[config.mk]
export PLATFORM = sky130hd
export DESIGN_NAME = alu_sequencer
export DESIGN_NICKNAME = d
export VERILOG_FILES = /design/src/rtl/cpu_pkg.sv /design/src/rtl/cpu_regfile.sv /design/src/rtl/alu_sequencer.sv
export SDC_FILE = /design/constraint.sdc
export NUM_CORES = 1
export LEC_CHECK = 0
export BUFFER_PORTS_ARGS = -buffer_cell sky130_fd_sc_hd__buf_2
export CORE_MARGIN = 5
export CORE_UTILIZATION = 45
export DETAILED_ROUTE_END_ITERATION = 16
export GPL_TIMING_DRIVEN = 0
export HOLD_SLACK_MARGIN = 0.03
export SYNTH_ARGS = -nofsm -noshare
export SYNTH_HDL_FRONTEND = slang
export SYNTH_HIERARCHICAL = 1
export SYNTH_SLANG_ARGS = --single-unit
export TNS_END_PERCENT = 30
[constraint.sdc]
create_clock -name clk -period 2.7 [get_ports clk]
set_input_delay 0.54 -clock clk [delete_from_list [all_inputs] [get_ports clk]]
set_output_delay 0.54 -clock clk [all_outputs]
set_load 0.02 [all_outputs]
[src/rtl/cpu_pkg.sv]
// Shared definitions for the CPU execute/writeback path.
// Holds the ALU opcode encoding, which the sequencer and the ALU both use, plus
// the sequencer FSM state type, instruction field positions and register-file sizes.
package cpu_pkg;

    localparam int unsigned INSTR_WIDTH = 16;
    localparam int unsigned NUM_REGS    = 8;
    localparam int unsigned REG_W       = 8;
    localparam int unsigned REG_AW      = 3;

    // ALU opcodes; 9..14 are illegal, 15 halts the sequencer.
    localparam logic [3:0] ALU_ADD = 4'd0;
    localparam logic [3:0] ALU_SUB = 4'd1;
    localparam logic [3:0] ALU_AND = 4'd2;
    localparam logic [3:0] ALU_OR  = 4'd3;
    localparam logic [3:0] ALU_XOR = 4'd4;
    localparam logic [3:0] ALU_NOT = 4'd5;
    localparam logic [3:0] ALU_LSL = 4'd6;
    localparam logic [3:0] ALU_LSR = 4'd7;
    localparam logic [3:0] ALU_ASR = 4'd8;
    localparam logic [3:0] OP_HALT = 4'd15;

    // Instruction field positions (LSB of each field).
    localparam int unsigned OPC_LSB  = 12;
    localparam int unsigned RD_LSB   = 9;
    localparam int unsigned RS1_LSB  = 6;
    localparam int unsigned IMM_BIT  = 5;
    localparam int unsigned IMM5_LSB = 0;
    localparam int unsigned RS2_LSB  = 0;

    typedef enum logic [2:0] {
        StIdle,
        StDecode,
        StExecute,
        StWriteback,
        StHalt
    } seq_state_e;

    function automatic logic [3:0] instr_opcode(input logic [INSTR_WIDTH-1:0] ins);
        return ins[OPC_LSB +: 4];
    endfunction

    function automatic logic [REG_AW-1:0] instr_rd(input logic [INSTR_WIDTH-1:0] ins);
        return ins[RD_LSB +: REG_AW];
    endfunction

    function automatic logic [REG_AW-1:0] instr_rs1(input logic [INSTR_WIDTH-1:0] ins);
        return ins[RS1_LSB +: REG_AW];
    endfunction

    function automatic logic [REG_AW-1:0] instr_rs2(input logic [INSTR_WIDTH-1:0] ins);
        return ins[RS2_LSB +: REG_AW];
    endfunction

    function automatic logic instr_is_imm(input logic [INSTR_WIDTH-1:0] ins);
        return ins[IMM_BIT];
    endfunction

    // imm5 is zero-extended, never sign-extended.
    function automatic logic [REG_W-1:0] instr_imm8(input logic [INSTR_WIDTH-1:0] ins);
        return {3'b000, ins[IMM5_LSB +: 5]};
    endfunction

    function automatic logic is_alu_op(input logic [3:0] op);
        return op <= ALU_ASR;
    endfunction

endpackage

[src/rtl/cpu_regfile.sv]
// 8x8-bit register file for the ALU sequencer.
// Ports:
//   clk, rst_n          clock, asynchronous active-low reset (all registers clear to 0)
//   we, waddr, wdata    single synchronous write port
//   raddr1 / rdata1     combinational read port (rs1)
//   raddr2 / rdata2     combinational read port (rs2)
//   raddr3 / rdata3     combinational read port (debug)
// Reads return the pre-write value during a write cycle; R0 is an ordinary register.
module cpu_regfile
    import cpu_pkg::*;
#(
    parameter int unsigned NREG = NUM_REGS
) (
    input  logic              clk,
    input  logic              rst_n,
    input  logic              we,
    input  logic [REG_AW-1:0] waddr,
    input  logic [REG_W-1:0]  wdata,
    input  logic [REG_AW-1:0] raddr1,
    output logic [REG_W-1:0]  rdata1,
    input  logic [REG_AW-1:0] raddr2,
    output logic [REG_W-1:0]  rdata2,
    input  logic [REG_AW-1:0] raddr3,
    output logic [REG_W-1:0]  rdata3
);

    logic [REG_W-1:0] regs_q [NREG];

    always_ff @(posedge clk or negedge rst_n) begin
        if (!rst_n) begin
            for (int i = 0; i < int'(NREG); i++) begin
                regs_q[i] <= '0;
            end
        end else if (we) begin
            regs_q[waddr] <= wdata;
        end
    end

    assign rdata1 = regs_q[raddr1];
    assign rdata2 = regs_q[raddr2];
    assign rdata3 = regs_q[raddr3];

endmodule

[src/rtl/alu_sequencer.sv]
// Multi-cycle execute/writeback sequencer driving a combinational 8-bit ALU.
// Accepts one 16-bit instruction per handshake, reads operands from the internal
// register file, presents registered ALU control/operands, captures the ALU result
// and writes it back. One instruction every 4 cycles: IDLE, DECODE, EXECUTE, WRITEBACK.
// Ports:
//   clk, rst_n                  clock, asynchronous active-low reset
//   instr_valid/instr_ready     instruction handshake (ready only in IDLE)
//   instr                       {opcode, rd, rs1, imm flag, imm5 | rs2}
//   ALU_control                 registered ALU opcode
//   ALU_srcdata_1/2             registered operands A = R[rs1], B = R[rs2] or imm
//   ALU_result                  combinational ALU output
//   done                        one-cycle pulse during writeback
//   illegal                     sticky flag for opcodes 9..14
//   halted                      high after HALT until reset
//   dbg_addr/dbg_data           combinational register debug read
module alu_sequencer
    import cpu_pkg::*;
#(
    parameter int unsigned INSTR_W = INSTR_WIDTH,
    parameter int unsigned NREG    = NUM_REGS
) (
    input  logic               clk,
    input  logic               rst_n,
    input  logic               instr_valid,
    output logic               instr_ready,
    input  logic [INSTR_W-1:0] instr,
    output logic [3:0]         ALU_control,
    output logic [REG_W-1:0]   ALU_srcdata_1,
    output logic [REG_W-1:0]   ALU_srcdata_2,
    input  logic [REG_W-1:0]   ALU_result,
    output logic               done,
    output logic               illegal,
    output logic               halted,
    input  logic [REG_AW-1:0]  dbg_addr,
    output logic [REG_W-1:0]   dbg_data
);

    seq_state_e state_q, state_d;

    logic [INSTR_W-1:0] instr_q;
    logic [3:0]         alu_ctrl_q;
    logic [REG_W-1:0]   src1_q, src2_q;
    logic [REG_W-1:0]   result_q;
    logic               illegal_q;

    logic [REG_W-1:0]   rs1_data, rs2_data;
    logic               rf_we;
    logic [3:0]         opcode;

    assign opcode = instr_opcode(instr_q);

    cpu_regfile #(
        .NREG (NREG)
    ) u_regfile (
        .clk    (clk),
        .rst_n  (rst_n),
        .we     (rf_we),
        .waddr  (instr_rd(instr_q)),
        .wdata  (result_q),
        .raddr1 (instr_rs1(instr_q)),
        .rdata1 (rs1_data),
        .raddr2 (instr_rs2(instr_q)),
        .rdata2 (rs2_data),
        .raddr3 (dbg_addr),
        .rdata3 (dbg_data)
    );

    // State register.
    always_ff @(posedge clk or negedge rst_n) begin
        if (!rst_n) begin
            state_q <= StIdle;
        end else begin
            state_q <= state_d;
        end
    end

    // Next-state logic.
    always_comb begin
        state_d = state_q;
        unique case (state_q)
            StIdle: begin
                if (instr_valid) begin
                    state_d = StDecode;
                end
            end
            StDecode: begin
                if (is_alu_op(opcode)) begin
                    state_d = StExecute;
                end else if (opcode == OP_HALT) begin
                    state_d = StHalt;
                end else begin
                    state_d = StIdle;
                end
            end
            StExecute:   state_d = StWriteback;
            StWriteback: state_d = StIdle;
            StHalt:      state_d = StHalt;
            default:     state_d = StIdle;
        endcase
    end

    // State-decoded outputs.
    always_comb begin
        instr_ready = 1'b0;
        done        = 1'b0;
        halted      = 1'b0;
        rf_we       = 1'b0;
        unique case (state_q)
            StIdle:      instr_ready = 1'b1;
            StWriteback: begin
                done  = 1'b1;
                rf_we = 1'b1;
            end
            StHalt:      halted = 1'b1;
            default:     ;
        endcase
    end

    // Instruction latch, ALU operand registers, result capture and the illegal flag.
    // Operands are sampled in DECODE, so rd == rs1/rs2 always uses the old values.
    always_ff @(posedge clk or negedge rst_n) begin
        if (!rst_n) begin
            instr_q    <= '0;
            alu_ctrl_q <= '0;
            src1_q     <= '0;
            src2_q     <= '0;
            result_q   <= '0;
            illegal_q  <= 1'b0;
        end else begin
            if (state_q == StIdle && instr_valid) begin
                instr_q <= instr;
            end
            if (state_q == StDecode) begin
                if (is_alu_op(opcode)) begin
                    alu_ctrl_q <= opcode;
                    src1_q     <= rs1_data;
                    src2_q     <= instr_is_imm(instr_q) ? instr_imm8(instr_q) : rs2_data;
                end else if (opcode != OP_HALT) begin
                    illegal_q <= 1'b1;
                end
            end
            if (state_q == StExecute) begin
                result_q <= ALU_result;
            end
        end
    end

    assign ALU_control   = alu_ctrl_q;
    assign ALU_srcdata_1 = src1_q;
    assign ALU_srcdata_2 = src2_q;
    assign illegal       = illegal_q;

endmodule

=== After elaboration in Yosys (flattened, before gate mapping) ===
Index checks and enable logic that the tools add are counted.

* Equality and inequality tests: 7
* Div/mod/pow operators: 0
* Reduce and logical (&&, ||, !) cells: 5
* Order comparisons: 6
* $mul: 0
* Muxes and demuxes: 20
* Bitwise gates (word level): 5
* Add/subtract/negate cells: 0
* Shift-type cells: 0

{| class="wikitable"
|+ Operators by type and width
! operator !! count
|-
| $bmux 8 s3 || 3
|-
| $bwmux 64 || 1
|-
| $mux 8 || 8
|-
| $demux 8 s3 || 1
|-
| $ge 4x4->1 const B || 4
|-
| $not 3->4 || 4
|-
| $pmux 3 s4 || 1
|-
| $mux 3 || 3
|-
| $eq 3x2->1 const B || 2
|-
| $eq 4x4->1 const B || 1
|-
| $le 4x4->1 const B || 1
|-
| $lt 4x1->1 const B || 1
|-
| $ne 4x4->1 const B || 1
|-
| $eq 3x1->1 const B || 1
|-
| $eq 3x3->1 const B || 1
|-
| $logic_not 3->1 || 1
|-
| $mux 1 || 3
|-
| $reduce_and 3->1 || 1
|-
| $logic_and 1x1->1 || 2
|-
| $ne 2x2->1 const B || 1
|-
| $reduce_and 2->1 || 1
|-
| $not 1->1 || 1
|}

* Memories kept: 0
* Latch bits: 0
* Memory bits (writable): 0
* Logic and storage cells: 58
* Memory bits (read-only): 0
* Register bits after elaboration: 112

=== Logic depth before layout (Yosys ltp) ===
* Depth after elaboration: 6
* Mapped depth: 6
* Gate-level depth less buffers: 4

=== Cells and area by module ===
The synthesis kept the hierarchy.

{| class="wikitable"
|+ Modules (own cells, without submodules)
! module !! area each (um2) !! times used !! sequential area each (um2) !! cells an instance
|-
| cpu_regfile || 4078.9 || 1 || 1601.5 || 230
|-
| alu_sequencer || 1971.9 || 1 || 1201.2 || 131
|}

=== Worst setup path before layout ===
No wires, ideal clock.

* Path type: input-to-output
* From: input port dbg_addr[0]
* To: output port dbg_data[0]
* Arrival time: 1.636 ns
* Stages: 4
* Buffers on the path: 2
* Path slack: 0.524 ns
* Cells stage by stage: buf_6 buf_12 mux4_1 mux2_2

* Cells in the longest elaborated chain, start to end: 4

{| class="wikitable"
|+ Ends and longest elaborated chain
! item !! line !! source
|-
| start, declared || alu_sequencer.sv:34 || <nowiki>input logic [REG_AW-1:0] dbg_addr,</nowiki>
|-
| $not 3->4 (implied by the code) || cpu_regfile.sv:41 || <nowiki>assign rdata3 = regs_q[raddr3];</nowiki>
|-
| $bmux 8 s3 || cpu_regfile.sv:41 ||
|-
| $mux 8 (implied by the code) (2 in a row) || cpu_regfile.sv:41 ||
|-
| end, declared || alu_sequencer.sv:35 || <nowiki>output logic [REG_W-1:0] dbg_data</nowiki>
|}

No other way between the ends. The select of a mux whose other input is x is not followed.

=== Worst setup path in the final report ===
* From: input port dbg_addr[2]
* To: output port dbg_data[0]

The elaborated chain is that of the path after synthesis.

==> flow_summary.json <==
{
  "status": "finished, final reports clean",
  "rows": 42,
  "yosysMostFrequentCell": "mux2_2",
  "maxSlewViolCount": 0,
  "setup-tns-final_ns": 0,
  "n_antenna_cell": 0,
  "port-buffer-count": 58,
  "drc": 0,
  "syn-num-nets": 391,
  "clk_pin_slew_ns": 0.07,
  "clkLatencyLatePin_ns": 0.36,
  "antenna_found_initial": 0,
  "vias": 3629,
  "die_y_um": 126.0,
  "dpl.hpwl_um": 9556,
  "ant_nets": 0,
  "drv_cap": 0,
  "ys_types": 33,
  "fin_area_sq_um": 6917,
  "core_area_sq_um": 13190,
  "design.die.area_sq_um": 15860,
  "dp_worst_setup_slack_ns": -0.08498,
  "finalPower_mw": 8.550,
  "worst_pin_slew_ns": 1.223,
  "yosys_warnings": 6,
  "synth-seq-cells": 112,
  "worst-path-buf-inv": 3,
  "path_cells": "clkbuf_2 > buf_2 > mux4_1 > mux2_2 > buf_2",
  "r2r_slack_ns": 0.28,
  "setup-violations-final": 0,
  "grt_pass1_wl_um": 22190,
  "drt-pass1-iter-count": 4,
  "cp.arrival_ns": 1.99,
  "htreeDepth": 3,
  "grt_pass1_vias": 3693,
  "slowest_stage": "mux4_1",
  "critical_path.max_stage_delay_ns": 0.37,
  "grt.overflow.total": 0,
  "endpoint_kind": "output port",
  "cts_tree": "done",
  "synthCells": 361,
  "netlist_area_sq_um": 6051,
  "setup_slack_ns": 0.1663,
  "peakVddDrop_mv": 0.4211,
  "cp-start-kind": "input pin",
  "instances_no_fill": 612,
  "final_nets": 461,
  "cp_max_fo": 10,
  "wirelength_um": 14380,
  "grt_max_degree": 61,
  "drive_above_1_share": 0.5298,
  "period_needed_ns": 2.534,
  "crit_required_ns": 2.16,
  "initial_core_util": 0.4587,
  "skew_ns": 0.007462,
  "utilization": 0.5244,
  "synthTopCellsByArea": "dfrtp_1 (46%), mux2_2 (22%), mux4_1 (18%), mux4_2 (2.6%), buf_12 (1.7%)",
  "p_leak_nw": 3.222,
  "synth.avg_cell_area_sq_um": 16.76,
  "wire_per_inst_um": 23.49,
  "yosysSeqAreaShare": 0.4632,
  "synthArstFlopShare": 1.000,
  "hp-class": "input pin to asynchronous set/reset pin",
  "cts-hold-fix-buffers": 0,
  "yosysTopAreaCell": "dfrtp_1",
  "via_per_inst": 5.930,
  "post-cts-setup-buffer-count": 0,
  "num_io_pins": 62,
  "slew_headroom": 0.1808,
  "grt.total_usage": 0.1860,
  "drtIter0Drc": 225,
  "critPathKind": "input pin to output port",
  "synthTopCellsByCount": "mux2_2 (119), dfrtp_1 (112), mux4_1 (41)",
  "rsz0062_at_grt": "no",
  "dp_cells": 596,
  "cts_made_buffers": 9,
  "crit_family": "buffers and inverters",
  "hold_viol": 0,
  "area_growth_pct": 14.31,
  "placed_area_sq_um": 6591,
  "place.gp.congestion": 0.8414,
  "power_density_nw_per_um2": 1236,
  "fmax_mhz": 394.7,
  "post_cts_resized": 1,
  "clockRootBuffer": "clkbuf_16",
  "synth_flop_cell": "dfrtp_1",
  "synth_top_area_share": 0.4632,
  "synth_edf_count": 0,
  "fin_hold_ws_ns": 0.2146,
  "fin_crit_sh": 0.9384,
  "die_x_um": 126.0,
  "clock_path_buffers": 2,
  "crit_top_cell": "buf_2",
  "fillers": 1125,
  "cts_sinks": 112
}
-- where the power goes --
group	switching (mW)	internal (mW)
combinational	1.69	2.25
clock	0.613	0.844
sequential	0.714	2.44
-- final cells by class --
type / instances / area [sq um] / area share
clock buffer: 12 / 246.5 / 0.03564
sequential: 112 / 2803 / 0.4052
timing repair buffer: 59 / 320.3 / 0.04631
tap: 176 / 220.2 / 0.03184
clock inverter: 4 / 77.57 / 0.01122
buffer: 28 / 234.0 / 0.03383
multi-input combinational: 221 / 3015 / 0.4360
-- state kept, by name (all words and copies together), names as in the netlist --
name              flops
ALU_srcdata_2         8
ALU_srcdata_1         8
illegal               1
ALU_control           4
u_regfile/regs_q     64
state_q               3
result_q              8
instr_q              16
-- cell usage in the layout (no fill, tap or decap), drive strengths merged --
| cell | netlist | final |
|---|---|---|
| mux2 | 123 | 123 |
| buf | 24 | 83 |
| nand2 | 2 | 2 |
| nand4 | 1 | 1 |
| nor3 | 3 | 3 |
| a22o | 3 | 3 |
| dfrtp | 112 | 112 |
| a31o | 1 | 1 |
| nand3 | 1 | 1 |
| clkbuf | 4 | 16 |
| mux4 | 48 | 48 |
| a21oi | 11 | 11 |
| mux2i | 5 | 5 |
| nor2b | 5 | 5 |
| nor2 | 2 | 2 |
| and3b | 1 | 1 |
| o21bai | 1 | 1 |
| nand4b | 3 | 3 |
| nor4b | 1 | 1 |
| nor3b | 3 | 3 |
| bufinv | 0 | 2 |
| clkinv | 0 | 2 |
| o31ai | 1 | 1 |
| nor4bb | 3 | 3 |
| and2 | 2 | 2 |
| or2 | 1 | 1 |
-- final timing paths --
check	from	end	cells after the start
setup / recovery	dbg_addr[2]	dbg_data[0]	5
hold / removal	rst_n	ALU_srcdata_1[6]	1
max in group asynchronous	rst_n	u_regfile/regs_q[26]	2
min in group clk	instr[12]	instr_q[12]	2
setup reg to reg	instr_q[1]	ALU_srcdata_2[7]	6
hold reg to reg	illegal	illegal	1
-- cell families (layout without fill, tap and decap cells) --
kind of cell	after synthesis	after routing	synth area share
buffers and inverters	28	103	0.03846
and+or+nand+nor	28	28	0.03474
muxes	176	176	0.4438
DFF	112	112	0.4632
AOI/OAI and AO/OA	17	17	0.01985
-- per-layer routing --
layer / track usage / routed length (um) / vias up
li1: - / - / 1591
met1: 0.2463 / 6380 / 1916
met2: 0.3070 / 7107 / 95
met3: 0.03091 / 537 / 27
met4: 0.07508 / 352 / 0
met5: 0 / 0 / -
Power figures use the tool's default switching activity.
